## config.mk

```make
export PLATFORM = sky130hd
export DESIGN_NAME = muldiv_unit_flat
export DESIGN_NICKNAME = d
export VERILOG_FILES = /design/src/rtl/alu_pkg.sv /design/src/rtl/muldiv_unit_if.sv /design/src/rtl/muldiv_step.sv /design/src/rtl/muldiv_unit.sv /design/src/flat_wrapper.sv
export SDC_FILE = /design/constraint.sdc
export NUM_CORES = 1
export LEC_CHECK = 0
export CORE_MARGIN = 8
export CORE_UTILIZATION = 40
export DETAILED_ROUTE_END_ITERATION = 8
export PLACE_DENSITY = 0.69
export SLEW_MARGIN = 10
export SYNTH_ARGS = -nofsm -noshare
export SYNTH_HDL_FRONTEND = slang
export SYNTH_SLANG_ARGS = --single-unit
```

## constraint.sdc

```tcl
create_clock -name clk -period 7 [get_ports clk]
set_input_delay 1.4 -clock clk [delete_from_list [all_inputs] [get_ports clk]]
set_output_delay 1.4 -clock clk [all_outputs]
set_load 0.02 [all_outputs]
```

## src/rtl/alu_pkg.sv

```systemverilog
// rtl/alu_pkg.sv - shared types and op predicates for the multiply/divide unit
package alu_pkg;

  typedef enum logic [2:0] {
    OP_MUL    = 3'b000,
    OP_MULH   = 3'b001,
    OP_MULHSU = 3'b010,
    OP_MULHU  = 3'b011,
    OP_DIV    = 3'b100,
    OP_DIVU   = 3'b101,
    OP_REM    = 3'b110,
    OP_REMU   = 3'b111
  } muldiv_op_t;

  typedef enum logic [1:0] {
    IDLE,
    RUN,
    DONE
  } muldiv_state_t;

  // Divide family occupies the upper half of the funct3 space.
  function automatic logic is_div(muldiv_op_t op);
    return op[2];
  endfunction

  // REM/REMU return the remainder rather than the quotient.
  function automatic logic is_rem(muldiv_op_t op);
    return op[2] & op[1];
  endfunction

  function automatic logic is_signed_a(muldiv_op_t op);
    return op inside {OP_MULH, OP_MULHSU, OP_DIV, OP_REM};
  endfunction

  function automatic logic is_signed_b(muldiv_op_t op);
    return op inside {OP_MULH, OP_DIV, OP_REM};
  endfunction

endpackage

```

## src/rtl/muldiv_unit_if.sv

```systemverilog
// rtl/muldiv_unit_if.sv - request/response bundle between execute stage and muldiv unit
interface muldiv_unit_if
  import alu_pkg::*;
#(
  parameter int N = 32
) ();

  logic          in_valid;
  logic          in_ready;
  muldiv_op_t    op;
  logic [N-1:0]  a;
  logic [N-1:0]  b;
  logic          kill;
  logic          out_valid;
  logic          out_ready;
  logic [N-1:0]  result;

  // Pipeline side issues requests and consumes results.
  modport master (
    output in_valid, op, a, b, kill, out_ready,
    input  in_ready, out_valid, result
  );

  // Execution unit side.
  modport slave (
    input  in_valid, op, a, b, kill, out_ready,
    output in_ready, out_valid, result
  );

endinterface

```

## src/rtl/muldiv_step.sv

```systemverilog
// rtl/muldiv_step.sv - one radix-2 iteration on the {acc, q} register pair
module muldiv_step #(
  parameter int N = 32
) (
  input  logic         div_mode,
  input  logic [N-1:0] acc_i,
  input  logic [N-1:0] q_i,
  input  logic [N-1:0] b_i,
  output logic [N-1:0] acc_o,
  output logic [N-1:0] q_o
);

  logic [N:0] sum;
  logic [N:0] shifted;
  logic [N:0] trial;

  // Multiply: conditional add then shift {acc,q} right; divide: shift left and trial-subtract.
  always_comb begin
    sum     = {1'b0, acc_i};
    shifted = {acc_i, q_i[N-1]};
    trial   = shifted - {1'b0, b_i};
    acc_o   = acc_i;
    q_o     = q_i;
    if (div_mode) begin
      // Remainder always stays below the divisor, so N bits hold it between steps.
      if (!trial[N]) begin
        acc_o = trial[N-1:0];
        q_o   = {q_i[N-2:0], 1'b1};
      end else begin
        acc_o = shifted[N-1:0];
        q_o   = {q_i[N-2:0], 1'b0};
      end
    end else begin
      if (q_i[0]) begin
        sum = {1'b0, acc_i} + {1'b0, b_i};
      end
      acc_o = sum[N:1];
      q_o   = {sum[0], q_i[N-1:1]};
    end
  end

endmodule

```

## src/rtl/muldiv_unit.sv

```systemverilog
// rtl/muldiv_unit.sv - iterative RISC-V M-extension multiply/divide unit
module muldiv_unit
  import alu_pkg::*;
#(
  parameter int N = 32
) (
  input logic         clk,
  input logic         reset,
  muldiv_unit_if.slave bus
);

  localparam int CW = $clog2(N);
  localparam logic [N-1:0] MIN_NEG = {1'b1, {(N-1){1'b0}}};

  muldiv_state_t state_q, state_d;
  muldiv_op_t    op_q, op_d;
  logic [CW-1:0] cnt_q, cnt_d;
  logic [N-1:0]  acc_q, acc_d;
  logic [N-1:0]  q_q, q_d;
  logic [N-1:0]  b_q, b_d;
  logic          neg_q, neg_d;
  logic          rneg_q, rneg_d;
  logic          in_ready_q, in_ready_d;
  logic          out_valid_q, out_valid_d;
  logic [N-1:0]  result_q, result_d;

  logic [N-1:0]   step_acc, step_q;
  logic           op_is_div;
  logic           sa, sb;
  logic [N-1:0]   a_mag, b_mag;
  logic           div_zero, div_ovf;
  logic [N-1:0]   special_res;
  logic [2*N-1:0] prod, prod_fix;
  logic [N-1:0]   quot_fix, rem_fix, final_res;

  assign op_is_div = is_div(op_q);

  muldiv_step #(.N(N)) u_step (
    .div_mode (op_is_div),
    .acc_i    (acc_q),
    .q_i      (q_q),
    .b_i      (b_q),
    .acc_o    (step_acc),
    .q_o      (step_q)
  );

  // Operand magnitudes, sign flags and the divide special cases seen at accept time.
  always_comb begin
    sa       = is_signed_a(bus.op) & bus.a[N-1];
    sb       = is_signed_b(bus.op) & bus.b[N-1];
    a_mag    = sa ? -bus.a : bus.a;
    b_mag    = sb ? -bus.b : bus.b;
    div_zero = is_div(bus.op) && (bus.b == '0);
    div_ovf  = is_div(bus.op) && is_signed_b(bus.op) &&
               (bus.a == MIN_NEG) && (bus.b == '1);
    if (is_rem(bus.op)) begin
      special_res = div_zero ? bus.a : '0;
    end else begin
      special_res = div_zero ? '1 : bus.a;
    end
  end

  // Sign fix applied to the last step's outputs as the unit enters DONE.
  always_comb begin
    prod     = {step_acc, step_q};
    prod_fix = neg_q ? -prod : prod;
    quot_fix = neg_q ? -step_q : step_q;
    rem_fix  = rneg_q ? -step_acc : step_acc;
    case (op_q)
      OP_MUL:                       final_res = prod_fix[N-1:0];
      OP_MULH, OP_MULHSU, OP_MULHU: final_res = prod_fix[2*N-1:N];
      OP_DIV, OP_DIVU:              final_res = quot_fix;
      default:                      final_res = rem_fix;
    endcase
  end

  // Next-state logic: accept, iterate, hold result; kill abandons RUN or DONE.
  always_comb begin
    state_d     = state_q;
    op_d        = op_q;
    cnt_d       = cnt_q;
    acc_d       = acc_q;
    q_d         = q_q;
    b_d         = b_q;
    neg_d       = neg_q;
    rneg_d      = rneg_q;
    in_ready_d  = in_ready_q;
    out_valid_d = out_valid_q;
    result_d    = result_q;
    case (state_q)
      IDLE: begin
        if (bus.in_valid && in_ready_q && !bus.kill) begin
          op_d       = bus.op;
          acc_d      = '0;
          q_d        = a_mag;
          b_d        = b_mag;
          cnt_d      = '0;
          neg_d      = sa ^ sb;
          rneg_d     = sa;
          in_ready_d = 1'b0;
          if (div_zero || div_ovf) begin
            // Result is known now; out_valid follows one edge later from DONE.
            state_d  = DONE;
            result_d = special_res;
          end else begin
            state_d = RUN;
          end
        end
      end
      RUN: begin
        if (bus.kill) begin
          state_d    = IDLE;
          in_ready_d = 1'b1;
        end else begin
          acc_d = step_acc;
          q_d   = step_q;
          if (cnt_q == CW'(N - 1)) begin
            state_d     = DONE;
            out_valid_d = 1'b1;
            result_d    = final_res;
          end else begin
            cnt_d = cnt_q + CW'(1);
          end
        end
      end
      DONE: begin
        if (bus.kill || (out_valid_q && bus.out_ready)) begin
          state_d     = IDLE;
          out_valid_d = 1'b0;
          in_ready_d  = 1'b1;
        end else begin
          out_valid_d = 1'b1;
        end
      end
      default: begin
        state_d     = IDLE;
        in_ready_d  = 1'b1;
        out_valid_d = 1'b0;
      end
    endcase
  end

  // State and datapath registers with synchronous reset.
  always_ff @(posedge clk) begin
    if (reset) begin
      state_q     <= IDLE;
      op_q        <= OP_MUL;
      cnt_q       <= '0;
      acc_q       <= '0;
      q_q         <= '0;
      b_q         <= '0;
      neg_q       <= 1'b0;
      rneg_q      <= 1'b0;
      in_ready_q  <= 1'b1;
      out_valid_q <= 1'b0;
      result_q    <= '0;
    end else begin
      state_q     <= state_d;
      op_q        <= op_d;
      cnt_q       <= cnt_d;
      acc_q       <= acc_d;
      q_q         <= q_d;
      b_q         <= b_d;
      neg_q       <= neg_d;
      rneg_q      <= rneg_d;
      in_ready_q  <= in_ready_d;
      out_valid_q <= out_valid_d;
      result_q    <= result_d;
    end
  end

  assign bus.in_ready  = in_ready_q;
  assign bus.out_valid = out_valid_q;
  assign bus.result    = result_q;

endmodule

```

## src/flat_wrapper.sv

```systemverilog
// flat-port wrapper written by rule: the top's interface ports become plain ports
module muldiv_unit_flat import alu_pkg::*;
#(
  parameter int N = 32
)
  (clk, reset, bus_in_valid, bus_op, bus_a, bus_b, bus_kill, bus_out_ready, bus_in_ready, bus_out_valid, bus_result);
  muldiv_unit_if #(.N(N)) bus_i ();
  input logic clk;
  input logic reset;
  input wire logic [$bits(bus_i.in_valid)-1:0] bus_in_valid;
  input wire logic [$bits(bus_i.op)-1:0] bus_op;
  input wire logic [$bits(bus_i.a)-1:0] bus_a;
  input wire logic [$bits(bus_i.b)-1:0] bus_b;
  input wire logic [$bits(bus_i.kill)-1:0] bus_kill;
  input wire logic [$bits(bus_i.out_ready)-1:0] bus_out_ready;
  output wire logic [$bits(bus_i.in_ready)-1:0] bus_in_ready;
  output wire logic [$bits(bus_i.out_valid)-1:0] bus_out_valid;
  output wire logic [$bits(bus_i.result)-1:0] bus_result;
  assign bus_i.in_valid = bus_in_valid;
  assign bus_i.op = bus_op;
  assign bus_i.a = bus_a;
  assign bus_i.b = bus_b;
  assign bus_i.kill = bus_kill;
  assign bus_i.out_ready = bus_out_ready;
  assign bus_in_ready = bus_i.in_ready;
  assign bus_out_valid = bus_i.out_valid;
  assign bus_result = bus_i.result;
  muldiv_unit #(.N(N)) u_core (.clk(clk), .reset(reset), .bus(bus_i));
endmodule
```

==> run metrics, run 1 <==
Fin Clk Skew=0.0150 ns; vias in the first global route=17409; die height=216 µm; crit-path leading delay family=simple AND/OR/NAND/NOR gates; arrival time at the worst endpoint=6.46 ns; Buf+Inv Stages, Crit Path=2; vias per inst=6.58; Die W=216 µm; status=completed; CP Launch Type=flip-flop; Design Power=6.58 mW; leading cell type in the layout, fill and taps excluded=nor2_1; Fin Hold WS=0.444 ns; DRC violations left=0; RSZ-0062 raised after global routing=false; post-CTS setup buffers=0; WL per Instance=24.4 µm; CP required=7.33 ns; GP Congestion=1.03; actual slew at the worst max-slew pin=1.30 ns; RR Endpoint=u_core.bus.result[22]$_SDFFE_PP0P_; Leakage=6.59 nW; mapped cell area=15900 µm²; CTS Root Cell=clkbuf_16; antenna-violating nets left=0; CP startpoint=u_core.b_q[17]$_SDFFE_PP0P_; RR Startpoint=u_core.b_q[17]$_SDFFE_PP0P_; Gate Count Post-Synth=2290; total gr overflow=0; vias post-DR=18704; Port Buf Inserts=105; Total GRT Usage=28.7%; dpl hpwl=53.5 mm; power per standard cell area=366 nW/µm²; WS Path Type=flip-flop to flip-flop; share of layout cells above drive strength 1=7.04%; starting DRC count in detailed routing=2333; worst hold endpoint=u_core.bus.result[22]$_SDFFE_PP0P_; clk slew on worst S/H paths=0.07 ns; largest net degree at the start of global routing=101; Max Transition Viols Final=0; CTS Buffer Depth=2; row count=73; synth unique cells=104; Hold Fails Final Rpt=0; H-tree level count=4; Worst setup EP type=flip-flop; CTS tree=built; prevailing post-synth register cell=dfxtp_1; min-delay src=u_core.bus.result[22]$_SDFFE_PP0P_; first-pass GRT wire length=106 mm; Fillers=4083; Peak VDD IR=0.282 mV; Core Region=39500 µm²; Inserted Clock Buffers=17; Area after DPL=17400 µm²; initial antenna violation count=1; Top Ports=106; fmax=0.163 GHz; Final nets=2451; R2R depth=16; Synth Register Bits=142; minimum clock period=6.13 ns; hold_buf cts=0; Starting Density=40.3%; routed wire length=69.4 mm; clk sinks=142; setup TNS=0 ns; syn avg cell area=6.96 µm²; die area=46500 µm²; most frequent cells in the layout=nor2_1 (279), nand2_1 (228), a21oi_1 (219); cell count of the worst hold path=2; Crit-path slowest cell=nor4b_1; Max transition margin=10.9%; worst skew pair latency=0.46 ns; worst-path fanout max=22; Seq/Total Area, Yosys=17.8%; max cap viols=0; synth warn=0; fin area=18000 µm²; worst min path class=flip-flop to flip-flop; most numerous cell on the critical path=nand2_1; FF-to-FF setup slack=0.87 ns; Async SR Flop Fraction=0%; number of synthesized flops with an enable pin=0; post_cts resized=0; synth-to-layout area growth=12.7%; Syn Nets=2438; crit-path max cell delay=1.03 ns; Setup Viol. Count Final=0; fin crit share=87.6%; crit-path cells=inv_1, ha_1, nand2_1, nor2_1, nand3_1, a211oi_2, or3_4, nand2_1, buf_4, o211a_1, nor4b_1, nand4_1, nor3_1, a21oi_1, o311ai_0, nand2_1; 1st-pass router iterations=6
power breakdown:
part / internal (mW) / switching [mW]
Sequential: 0.981 / 0.203
Combinational: 1.45 / 2.99
Clock: 0.501 / 0.454
layout make-up:
cell class	instances	area (µm²)	area share, %
antenna	1	2.50	0.0139
clock buffer	17	425	2.37
tap	525	657	3.66
timing repair buffer	147	1360	7.59
inverter	74	278	1.55
clock inverter	15	151	0.843
sequential	142	2850	15.8
multi-input combinational	1921	12200	68.1
synthesized netlist by cell type, drive strengths merged, types with 51 or more instances:
master / n / area share, %
a211oi: 105 / 5.1
a21oi: 226 / 7.3
clkbuf: 119 / 2.8
dfxtp: 142 / 18
ha: 74 / 5.8
inv: 73 / 1.7
nand2: 229 / 5.4
nor2: 283 / 6.7
nor3: 51 / 1.7
o21ai: 165 / 5.3
xnor2: 69 / 3.8
xor2: 67 / 3.7
cell families (layout without fill, tap and decap cells):
family / count (synthesis) / count (layout) / share of synthesized area (%)
AO/OA/AOI/OAI: 820 / 820 / 34.6
XOR/XNOR: 136 / 136 / 7.47
adder cells (fa/ha/maj): 76 / 76 / 6.06
buffers and inverters: 227 / 253 / 5.72
flip-flops: 142 / 142 / 17.8
multiplexers: 49 / 49 / 3.18
other: 0 / 1 / 0
AND/OR/NAND/NOR: 840 / 840 / 25.2
worst register-to-register path: cells and delay by family, from the launching register on:
family	cells	cell delay, ns
DFF	1	0.46
buffers and inverters	2	0.33
AOI/OAI and AO/OA	4	1.75
and+or+nand+nor	9	3.04
adders and majority gates	1	0.43
worst max-delay path by stage:
stage,depth (start not counted),to,slack (ns)
finish,16,u_core.bus.result[22]$_SDFFE_PP0P_,0.87
global route,17,u_core.bus.result[22]$_SDFFE_PP0P_,0.64
CTS,15,u_core.bus.result[25]$_SDFFE_PP0P_,1.11
detailed placement,17,u_core.bus.result[27]$_SDFFE_PP0P_,0.99
global placement,15,u_core.bus.result[25]$_SDFFE_PP0P_,1.08
floorplan,26,u_core.bus.result[26]$_SDFFE_PP0P_,1.98
flip-flops by register name, indices dropped and copies added, names as in the netlist:
register              count
u_core.b_q               32
u_core.state_q            2
u_core.neg_q              1
u_core.bus.out_valid      1
u_core.acc_q             32
u_core.bus.result        32
u_core.cnt_q              5
u_core.rneg_q             1
u_core.op_q               3
u_core.bus.in_ready       1
u_core.q_q               32
metal layers:
metal,GRT usage (%),wire length [µm],up-vias
met2,43.9,29800,1072
met4,12.4,3180,0
met3,6.35,7500,187
met5,0,0,-
met1,38.3,28900,8876
li1,-,-,8569
metrics by stage:
stage / util, % / setup WS, ns / cells
final: 45.4 / 0.871 / 2842
after global routing: 45.4 / 0.636 / 2841
after CTS: 45.4 / 1.11 / 2841
after detailed placement: 44.0 / 0.989 / 2809
after global placement: 44.0 / 1.08 / 2809
after floorplan: - / 1.98 / 2290
Note: power is estimated with default switching activity, not from simulation.
==> inputs of run 2 (changes only) <==
- clock period: 7 -> 5.65 ns (I/O delays scaled with it)
==> run 2 against run 1 <==
  * Sequential cell count stayed put
  * First-iteration DRC count is 4.8% higher
  * Largest cell class unchanged
  * Sequential share of layout area fell by 0.56 points
  * Worst setup slack got worse by 0.60 ns
  * Die area stayed put
==> run metrics, run 2 (synthesis results as in run 1) <==
status=completed (unchanged); Total GRT Usage=30.0% (was 28.7%); die area=46500 µm² (unchanged); H-tree level count=4 (unchanged); sw frac=54.3% (was 55.4%); Core Region=39500 µm² (unchanged); antenna-violating nets left=0 (unchanged); Fillers=4009 (was 4083); starting DRC count in detailed routing=2444 (was 2333); FF-to-FF setup slack=0.27 ns (was 0.87 ns); # diodes=0 (was 1); Max transition margin=18.6% (was 10.9%); Hold Fails Final Rpt=0 (unchanged); clk slew on worst S/H paths=0.07 ns (about the same); worst slack, placed=0.282 ns (was 0.989 ns); share of layout cells above drive strength 1=10.4% (was 7.04%); RR Endpoint=u_core.bus.result[28]$_SDFFE_PP0P_ (was u_core.bus.result[22]$_SDFFE_PP0P_); first-pass GRT wire length=109 mm (was 106 mm); synth-to-layout area growth=16.8% (was 12.7%); Port Buf Inserts=105 (unchanged); Fin Clk Skew=0.0166 ns (was 0.0150 ns); Crit-path slowest cell=dfxtp_1 (was nor4b_1); initial antenna violation count=3 (was 1); hold_buf cts=0 (unchanged); total gr overflow=0 (unchanged); post_cts resized=0 (unchanged); CP required=5.96 ns (was 7.33 ns); vias post-DR=19031 (was 18704); CTS Buffer Depth=2 (unchanged); placed cells=2894 (was 2809); min-delay src=u_core.bus.result[13]$_SDFFE_PP0P_ (was u_core.bus.result[22]$_SDFFE_PP0P_); cell count of the worst hold path=2 (unchanged); non-filler instance count after layout=2926 (was 2842); RR Startpoint=u_core.b_q[17]$_SDFFE_PP0P_ (unchanged); Leakage=7.03 nW (was 6.59 nW); worst skew pair latency=0.46 ns (about the same); R2R depth=23 (was 16); fmax=0.186 GHz (was 0.163 GHz); worst hold endpoint=u_core.bus.result[13]$_SDFFE_PP0P_ (was u_core.bus.result[22]$_SDFFE_PP0P_); Buf+Inv Stages, Crit Path=5 (was 2); Gate power share=69.3% (was 67.5%); Max Transition Viols Final=0 (unchanged); Design Power=8.55 mW (was 6.58 mW); dpl hpwl=57.3 mm (was 53.5 mm); Flop pwr share=17.2% (was 18.0%); FF/Latch Area=2850 µm² (unchanged); worst-path fanout max=11 (was 22); leading cell type in the layout, fill and taps excluded=nor2_1 (unchanged); die height=216 µm (unchanged); Fin Hold WS=0.445 ns (was 0.444 ns); arrival time at the worst endpoint=5.69 ns (was 6.46 ns); worst min path class=flip-flop to flip-flop (unchanged); actual slew at the worst max-slew pin=1.22 ns (was 1.30 ns); Clock Power Share=13.6% (was 14.5%); post-route setup slack=0.271 ns (was 0.871 ns); WS Path Type=flip-flop to flip-flop (unchanged); area taken by multi-input logic gates=12300 µm² (was 12200 µm²); P_int=3.91 mW (was 2.94 mW); routed wire length=73.0 mm (was 69.4 mm); most frequent cells in the layout=nor2_1 (279), nand2_1 (228), a21oi_1 (219) (unchanged); DRC violations left=0 (unchanged); minimum clock period=5.38 ns (was 6.13 ns); Starting Density=40.3% (unchanged); CTS tree=built (unchanged); GP Congestion=1.04 (was 1.03); Die W=216 µm (unchanged); Inserted Clock Buffers=17 (unchanged); row count=73 (unchanged); max cap viols=0 (unchanged); vias in the first global route=17274 (was 17409); most numerous cell on the critical path=buf_4 (was nand2_1); crit-path max cell delay=0.50 ns (was 1.03 ns); largest net degree at the start of global routing=101 (unchanged); vias per inst=6.50 (was 6.58); crit-path leading delay family=compound AO/OA/AOI/OAI gates (was simple AND/OR/NAND/NOR gates); Sw Pwr=4.64 mW (was 3.65 mW); 1st-pass router iterations=6 (unchanged); RSZ-0062 raised after global routing=false (unchanged); post-CTS setup buffers=0 (unchanged); Top Ports=106 (unchanged); Peak VDD IR=0.521 mV (was 0.282 mV); setup TNS=0 ns (unchanged); power per standard cell area=459 nW/µm² (was 366 nW/µm²); WL per Instance=24.9 µm (was 24.4 µm); Worst setup EP type=flip-flop (unchanged); Setup Viol. Count Final=0 (unchanged); clk sinks=142 (unchanged); CTS Root Cell=clkbuf_16 (unchanged); CP Launch Type=flip-flop (unchanged); Final nets=2536 (was 2451); fin crit share=95.2% (was 87.6%); crit-path cells=inv_1, ha_1, a21oi_2, o21ai_2, a211oi_2, o31ai_2, buf_4, nor3_2, buf_4, nor2_4, o211a_1, ha_1, nand2_1, a2111oi_2, o32ai_1, nor4_1, buf_4, nand2_1, o31ai_1, xor2_1, buf_4, a221oi_1, nor3_1 (was inv_1, ha_1, nand2_1, nor2_1, nand3_1, a211oi_2, or3_4, nand2_1, buf_4, o211a_1, nor4b_1, nand4_1, nor3_1, a21oi_1, o311ai_0, nand2_1)
-- run 2: cell type report --
class	instances	area share [%]
clock buffer	18	2.30
clock inverter	14	0.712
inverter	74	1.49
multi-input combinational	1921	65.8
sequential	142	15.3
tap	525	3.53
timing repair buffer	232	10.9
-- run 2: stage by stage --
| step | cell area (µm²) | util (%) |
|---|---|---|
| CTS | 18600 | 47.1 |
| detailed placement | 18100 | 45.6 |
| floorplan | 15900 | - |
| global placement | 18100 | 45.6 |
| global route | 18600 | 47.1 |
| finish | 18600 | 47.1 |
-- run 2: worst min-delay path, delay by kind of cell (launching register included) --
kind / cells / cell delay (ns)
flops: 1 / 0.31
simple gates: 2 / 0.09
-- run 2: worst max-delay path by stage --
stage / startpoint / to / slack (ns) / cells after the start
2_1_floorplan: u_core.q_q[31]$_SDFFE_PP0P_ / u_core.bus.result[26]$_SDFFE_PP0P_ / 0.63 / 26
3_3_place_gp: bus_b[0] / u_core.bus.result[28]$_SDFFE_PP0P_ / 0.34 / 15
3_5_place_dp: u_core.b_q[1]$_SDFFE_PP0P_ / u_core.bus.result[28]$_SDFFE_PP0P_ / 0.28 / 22
4_1_cts: u_core.b_q[1]$_SDFFE_PP0P_ / u_core.bus.result[28]$_SDFFE_PP0P_ / 0.25 / 20
5_1_grt: u_core.b_q[9]$_SDFFE_PP0P_ / u_core.bus.result[26]$_SDFFE_PP0P_ / 0.03 / 23
6_report: u_core.b_q[17]$_SDFFE_PP0P_ / u_core.bus.result[28]$_SDFFE_PP0P_ / 0.27 / 23
-- run 2: power groups by stage --
stage / clock (mW) / sequential, mW / combinational, mW
after detailed placement: 0 / 1.48 / 5.69
after global routing: 1.21 / 1.49 / 6.31
after global placement: 0 / 1.47 / 5.68
after floorplan: 0 / 1.44 / 3.57
final: 1.16 / 1.47 / 5.92
after CTS: 1.18 / 1.45 / 5.73
-- run 2: layer usage --
layer  vias to the layer above  track usage, %  share of wire (%)
met5                         -               0                  0
met4                         0            10.9                3.7
met3                       145            6.53                 10
met2                      1075            45.3                 43
met1                      9071            41.3                 43
li1                       8740               -                  -
